[config.mk]
export PLATFORM = sky130hd
export DESIGN_NAME = i2c_txn_arbiter
export DESIGN_NICKNAME = d
export VERILOG_FILES = /design/src/rtl/i2c_txn_arbiter.sv
export SDC_FILE = /design/constraint.sdc
export NUM_CORES = 1
export LEC_CHECK = 0
export CAP_MARGIN = 5
export CORE_ASPECT_RATIO = 1.75
export CORE_UTILIZATION = 36
export CTS_CLUSTER_SIZE = 25
export DETAILED_ROUTE_END_ITERATION = 12
export GPL_TIMING_DRIVEN = 1
export PLACE_DENSITY = 0.78
export SLEW_MARGIN = 40
export SYNTH_ARGS = -nofsm -noshare
export SYNTH_HDL_FRONTEND = slang
export SYNTH_SLANG_ARGS = --single-unit
export TNS_END_PERCENT = 20
[constraint.sdc]
create_clock -name clk -period 2.2 [get_ports clk]
set_input_delay 0.55 -clock clk [delete_from_list [all_inputs] [get_ports clk]]
set_output_delay 0.55 -clock clk [all_outputs]
set_load 0.1 [all_outputs]
[src/rtl/i2c_txn_arbiter.sv]
// Round-robin arbiter/sequencer sharing one I2C master engine among NUM_REQ requesters.
// Optional watchdog abort enabled by defining I2C_ARB_WATCHDOG_EN.
module i2c_txn_arbiter #(
   parameter int NUM_REQ     = 4,
   parameter int TIMEOUT_CYC = 65535,
   parameter int CNT_W       = 16
) (
   input  logic                       clk,
   input  logic                       rst,
   input  logic [NUM_REQ-1:0]         req_valid,
   output logic [NUM_REQ-1:0]         req_ready,
   input  logic [NUM_REQ-1:0]         req_rw,
   input  logic [NUM_REQ*7-1:0]       req_addr,
   input  logic [NUM_REQ*8-1:0]       req_wdata,
   output logic [NUM_REQ-1:0]         rsp_valid,
   output logic [7:0]                 rsp_rdata,
   output logic                       rsp_err,
   output logic [$clog2(NUM_REQ)-1:0] grant_id,
   output logic                       drv_start,
   output logic                       drv_rw,
   output logic [6:0]                 drv_addr,
   output logic [7:0]                 drv_wdata,
   input  logic                       drv_busy,
   input  logic [7:0]                 drv_rdata
);
   localparam int IDW = $clog2(NUM_REQ);
   localparam int SW  = IDW + 1;

   localparam logic [2:0] S_IDLE   = 3'd0;
   localparam logic [2:0] S_ARB    = 3'd1;
   localparam logic [2:0] S_LAUNCH = 3'd2;
   localparam logic [2:0] S_WAIT   = 3'd3;
   localparam logic [2:0] S_RESP   = 3'd4;

   logic [2:0]     state_q, state_d;
   logic [IDW-1:0] ptr_q, ptr_d, grant_q, grant_d, pick;
   logic           rw_q, rw_d, err_q, err_d;
   logic [6:0]     addr_q, addr_d;
   logic [7:0]     wdata_q, wdata_d, rdata_q, rdata_d;
   logic [SW-1:0]  scan, nxt;
   logic           any_valid, idle_ok, timeout;

   assign any_valid = |req_valid;

`ifdef I2C_ARB_WATCHDOG_EN
   logic [CNT_W-1:0] cnt_q, cnt_d;

   // Terminal value is one short so that exactly TIMEOUT_CYC cycles are spent in the phase.
   assign timeout = (cnt_q == CNT_W'(TIMEOUT_CYC - 1));
   // An aborted transaction may leave the engine busy; never launch over it.
   assign idle_ok = !drv_busy;

   always_comb begin
      cnt_d = cnt_q;
      if ((state_q != S_LAUNCH && state_d == S_LAUNCH) || (state_q != S_WAIT && state_d == S_WAIT))
         cnt_d = '0;
      else if (state_q == S_LAUNCH || state_q == S_WAIT)
         cnt_d = cnt_q + CNT_W'(1);
   end

   always_ff @(posedge clk or posedge rst) begin
      if (rst) cnt_q <= '0;
      else     cnt_q <= cnt_d;
   end
`else
   logic unused_cfg;
   assign unused_cfg = ^{TIMEOUT_CYC, CNT_W};
   assign timeout    = 1'b0;
   assign idle_ok    = 1'b1;
`endif

   // First valid requester at or after ptr, wrapping; lowest offset wins.
   always_comb begin
      pick = ptr_q;
      scan = '0;
      for (int k = NUM_REQ - 1; k >= 0; k--) begin
         scan = {1'b0, ptr_q} + SW'(k);
         if (scan >= SW'(NUM_REQ)) scan = scan - SW'(NUM_REQ);
         if (req_valid[scan[IDW-1:0]]) pick = scan[IDW-1:0];
      end
      nxt = {1'b0, pick} + SW'(1);
      if (nxt >= SW'(NUM_REQ)) nxt = nxt - SW'(NUM_REQ);
   end

   always_comb begin
      state_d   = state_q;
      ptr_d     = ptr_q;
      grant_d   = grant_q;
      rw_d      = rw_q;
      addr_d    = addr_q;
      wdata_d   = wdata_q;
      rdata_d   = rdata_q;
      err_d     = err_q;
      req_ready = '0;
      case (state_q)
         S_IDLE: if (any_valid && idle_ok) state_d = S_ARB;
         S_ARB: begin
            if (!any_valid) begin
               state_d = S_IDLE;
            end else begin
               req_ready[pick] = 1'b1;
               grant_d = pick;
               rw_d    = req_rw[pick];
               addr_d  = req_addr[7*pick +: 7];
               wdata_d = req_wdata[8*pick +: 8];
               ptr_d   = nxt[IDW-1:0];
               state_d = S_LAUNCH;
            end
         end
         S_LAUNCH: begin
            if (drv_busy) begin
               state_d = S_WAIT;
            end else if (timeout) begin
               state_d = S_RESP;
               err_d   = 1'b1;
               rdata_d = 8'h00;
            end
         end
         S_WAIT: begin
            if (!drv_busy) begin
               state_d = S_RESP;
               err_d   = 1'b0;
               rdata_d = rw_q ? drv_rdata : 8'h00;
            end else if (timeout) begin
               state_d = S_RESP;
               err_d   = 1'b1;
               rdata_d = 8'h00;
            end
         end
         S_RESP:  state_d = S_IDLE;
         default: state_d = S_IDLE;
      endcase
   end

   always_ff @(posedge clk or posedge rst) begin
      if (rst) begin
         state_q <= S_IDLE;
         ptr_q   <= '0;
         grant_q <= '0;
         rw_q    <= 1'b0;
         addr_q  <= '0;
         wdata_q <= '0;
         rdata_q <= '0;
         err_q   <= 1'b0;
      end else begin
         state_q <= state_d;
         ptr_q   <= ptr_d;
         grant_q <= grant_d;
         rw_q    <= rw_d;
         addr_q  <= addr_d;
         wdata_q <= wdata_d;
         rdata_q <= rdata_d;
         err_q   <= err_d;
      end
   end

   always_comb begin
      rsp_valid          = '0;
      rsp_valid[grant_q] = (state_q == S_RESP);
   end

   assign drv_start = (state_q == S_LAUNCH);
   assign drv_rw    = rw_q;
   assign drv_addr  = addr_q;
   assign drv_wdata = wdata_q;
   assign grant_id  = grant_q;
   assign rsp_rdata = rdata_q;
   assign rsp_err   = err_q;

endmodule

==> parameters.txt <==
Parameter                              Value

Status
  Status    finished, violations left
  Failing checks    negative setup slack

GRT
  Number of global-route vias before repair    1925
  Antenna violations before repair    0
  Remaining global-route overflow    0
  Global-route wire length before repair    8560 microns
  Total routing usage reported by global routing    0.229
  Pin count of the biggest net entering global routing    32

Worst setup path
  Worst reg-to-reg setup slack    0.31 ns
  Crit path launch type    input pin
  CP Data Arrival Time    1.69 ns
  Reg2reg start    ptr_q[1]
  Worst Setup End Kind    output port
  Maximum fanout along the worst path    5
  Reg-to-Reg End    drv_addr[4]
  Worst-case reg-to-reg path depth    8
  Worst setup path category    input pin to output port
  Crit path required time    1.65 ns

Detailed routing
  Vias per inst    roughly 5.1
  Total Routed Length    5380 microns
  Post-route antenna net violation count    0
  Detailed-route wire length per cell    around 15 microns
  Number of DRC violations after detailed-routing iteration 0    34
  Number of iterations in the first detailed-routing pass    3
  DRC violations left    0
  Vias post-DR    1843

Yosys
  Synthesized instance count    approximately 180
  Netlist Area Pre-Place    roughly 1800 sq um
  Post-synthesis sequential area ratio    0.442
  Number of register bits inferred by synthesis    31
  Synthesized area per cell    9.54 sq um
  Area share of the largest cell type after synthesis    0.442
  Synth unique cells    30
  Top post-synthesis cells by area    dfrtp_1 44%, mux2i_1 18%, nand2_1 8.6%, o221ai_1 8.5%, o21ai_0 2.9%
  Top cell type by total area after synthesis    dfrtp_1
  Syn. warnings    0
  Synthesized Nets    263

STA
  Final setup slack of the worst path    -0.0361 ns
  Final critical delay including setup and external delays    2.24 ns
  Worst Hold Margin    between 0.4 and 0.5 ns
  Peak clock frequency supported by timing    0.447 GHz
  Setup violation total in the final timing report    3
  Max-slew violation count    0
  Fin crit share    1.02
  RSZ-0062 raised after global routing    yes
  Final TNS setup    -0.0605 ns
  Setup skew after layout    0.00281 ns
  Final hold viol count    0

Worst hold path
  Worst hold path cell count    2
  Critical hold path startpoint    rsp_rdata[7]
  Hold crit path type    flop to flop
  Worst hold endpoint    rsp_rdata[7]

Clocking
  TritonCTS clock tree    done
  Insertion delay of the later-clocked pin in the worst-skew pair    around 0.28 ns
  Clock transition time at the flip-flop clock pins of the worst setup and hold paths    0.07 ns
  Cell at the root of the clock tree    clkbuf_8
  Sinks on Clock Net    31
  Level count of the clock H-tree    2
  Clock buffer count from CTS    5
  Largest buffer count on any clock path    2

Final layout
  Diodes inserted    0
  Final standard cell count with taps included and fillers excluded    between 300 and 400
  Fin nets    a little under 400
  Share of the core filled with cells    0.713
  Signed area change from the synthesized netlist to the final layout    89.4%
  Fraction of final layout cells sized beyond drive strength 1    0.300

Floorplanning
  Floorplan core area    4670 sq um
  Starting density of the core    0.376
  Top-level port count    115
  Die area    5170 sq um
  Die extent in x    54.8 microns
  Number of rows created at floorplan    33
  Chip Height    94.4 microns

Power and ir drop
  Worst IR Drop VDD    1.43 mV
  Power per standard cell area    1650 nW/um^2
  Final total power    5.48 mW
  Static Leak    between 1.5 and 2 nW

Placement
  Routability-driven placement congestion ratio    0.859
  Placed cells    around 350
  Post-DP HPWL    4120 microns
  Count of buffers inserted at the top-level ports    113

Flow run
  Maximum Capacitance Violations    0
[cell usage after synthesis]
master / n
nand2_1: 40
mux2i_1: 32
dfrtp_1: 31
o221ai_1: 17
nor2_1: 10
o21ai_0: 10
buf_2: 4
buf_6: 4
clkbuf_1: 4
inv_1: 4
o21ai_1: 4
nor3b_1: 3
a21oi_1: 2
nor2b_1: 2
nor3_1: 2
a21boi_1: 1
a21o_1: 1
a22oi_1: 1
a2bb2oi_1: 1
and4_1: 1
buf_1: 1
buf_4: 1
conb_1: 1
inv_2: 1
nand2b_1: 1
nand3_1: 1
nand4bb_1: 1
or2_1: 1
or3_1: 1
xor2_1: 1
[worst max path at each step]
stage                       from           end  slack [ns]  depth (start not counted)
global route        req_valid[2]  req_ready[3]       -0.07                          7
detailed placement  req_valid[3]  req_ready[3]       -0.52                          7
CTS                 req_valid[2]  req_ready[3]       -0.03                          7
finish              req_valid[0]  req_ready[3]       -0.04                          7
global placement    req_valid[0]  req_ready[1]       -0.47                          7
floorplan           req_valid[3]  req_ready[1]       -0.17                          6
[worst max-delay path, stage by stage]
cell	delay, ns
buf_6	0.11
nor2b_2	0.15
o21ai_2	0.15
o221ai_4	0.14
or2_4	0.28
nor2_4	0.13
buf_12	0.18
[stage by stage]
step	cell area, sq um	setup slack, ns
floorplan	1850	-0.167
global placement	3100	-0.466
detailed placement	3100	-0.518
CTS	3320	-0.0349
global route	3320	-0.0713
finish	3320	-0.0361
[sequential cells by signal (all words and copies together), names as in the netlist]
name       cells
ptr_q          2
rsp_rdata      8
state_q        3
grant_id       2
drv_addr       7
drv_rw         1
drv_wdata      8
[placed cells by master, fill, tap and decap left out, types with 6 or more instances in the layout]
cell type,n
buf_12,10
o21ai_0,8
nor2_4,6
clkdlybuf4s50_1,74
mux2i_1,32
buf_4,42
o221ai_1,16
dfrtp_1,27
nand2_1,39
clkbuf_8,7
[per-layer routing]
| layer | global-route usage | routed length [microns] | part of all wire |
|---|---|---|---|
| met1 | 0.228 | 1850 | 0.34 |
| met2 | 0.426 | 3080 | 0.57 |
| met3 | 0.0564 | 336 | 0.062 |
| met4 | 0.0812 | 115 | 0.021 |
| met5 | 0 | 0 | 0 |
[timing repair]
action,CTS,global route
pin swaps,9,1
endpoints found under the hold margin,0,0
gates resized for setup,44,1
setup buffers,5,0
setup endpoints to repair,13,7
hold buffers,0,0
[power breakdown]
| group | internal [mW] | switching (mW) |
|---|---|---|
| Clock | 0.284 | 0.215 |
| Sequential | 0.859 | 0.250 |
| Combinational | 1.13 | 2.74 |
[layout make-up]
class / instances / area, sq um
repair buffers: 132 / 1320
clock buffers: 7 / 96.3
flip-flops and latches: 31 / 781
clock inverters: 1 / 7.51
multi-input cells: 134 / 1030
inverters: 5 / 18.8
well taps: 52 / 65.1
fillers: 362 / 1340
[logic make-up after synthesis]
group	count (synthesis)	synth area share
mux	32	0.182
buf+inv	19	0.0627
other cells	1	0.00214
simple gates	63	0.158
xor+xnor	1	0.00499
flops	31	0.442
compound gates	37	0.148
Power figures use the tool's default switching activity.
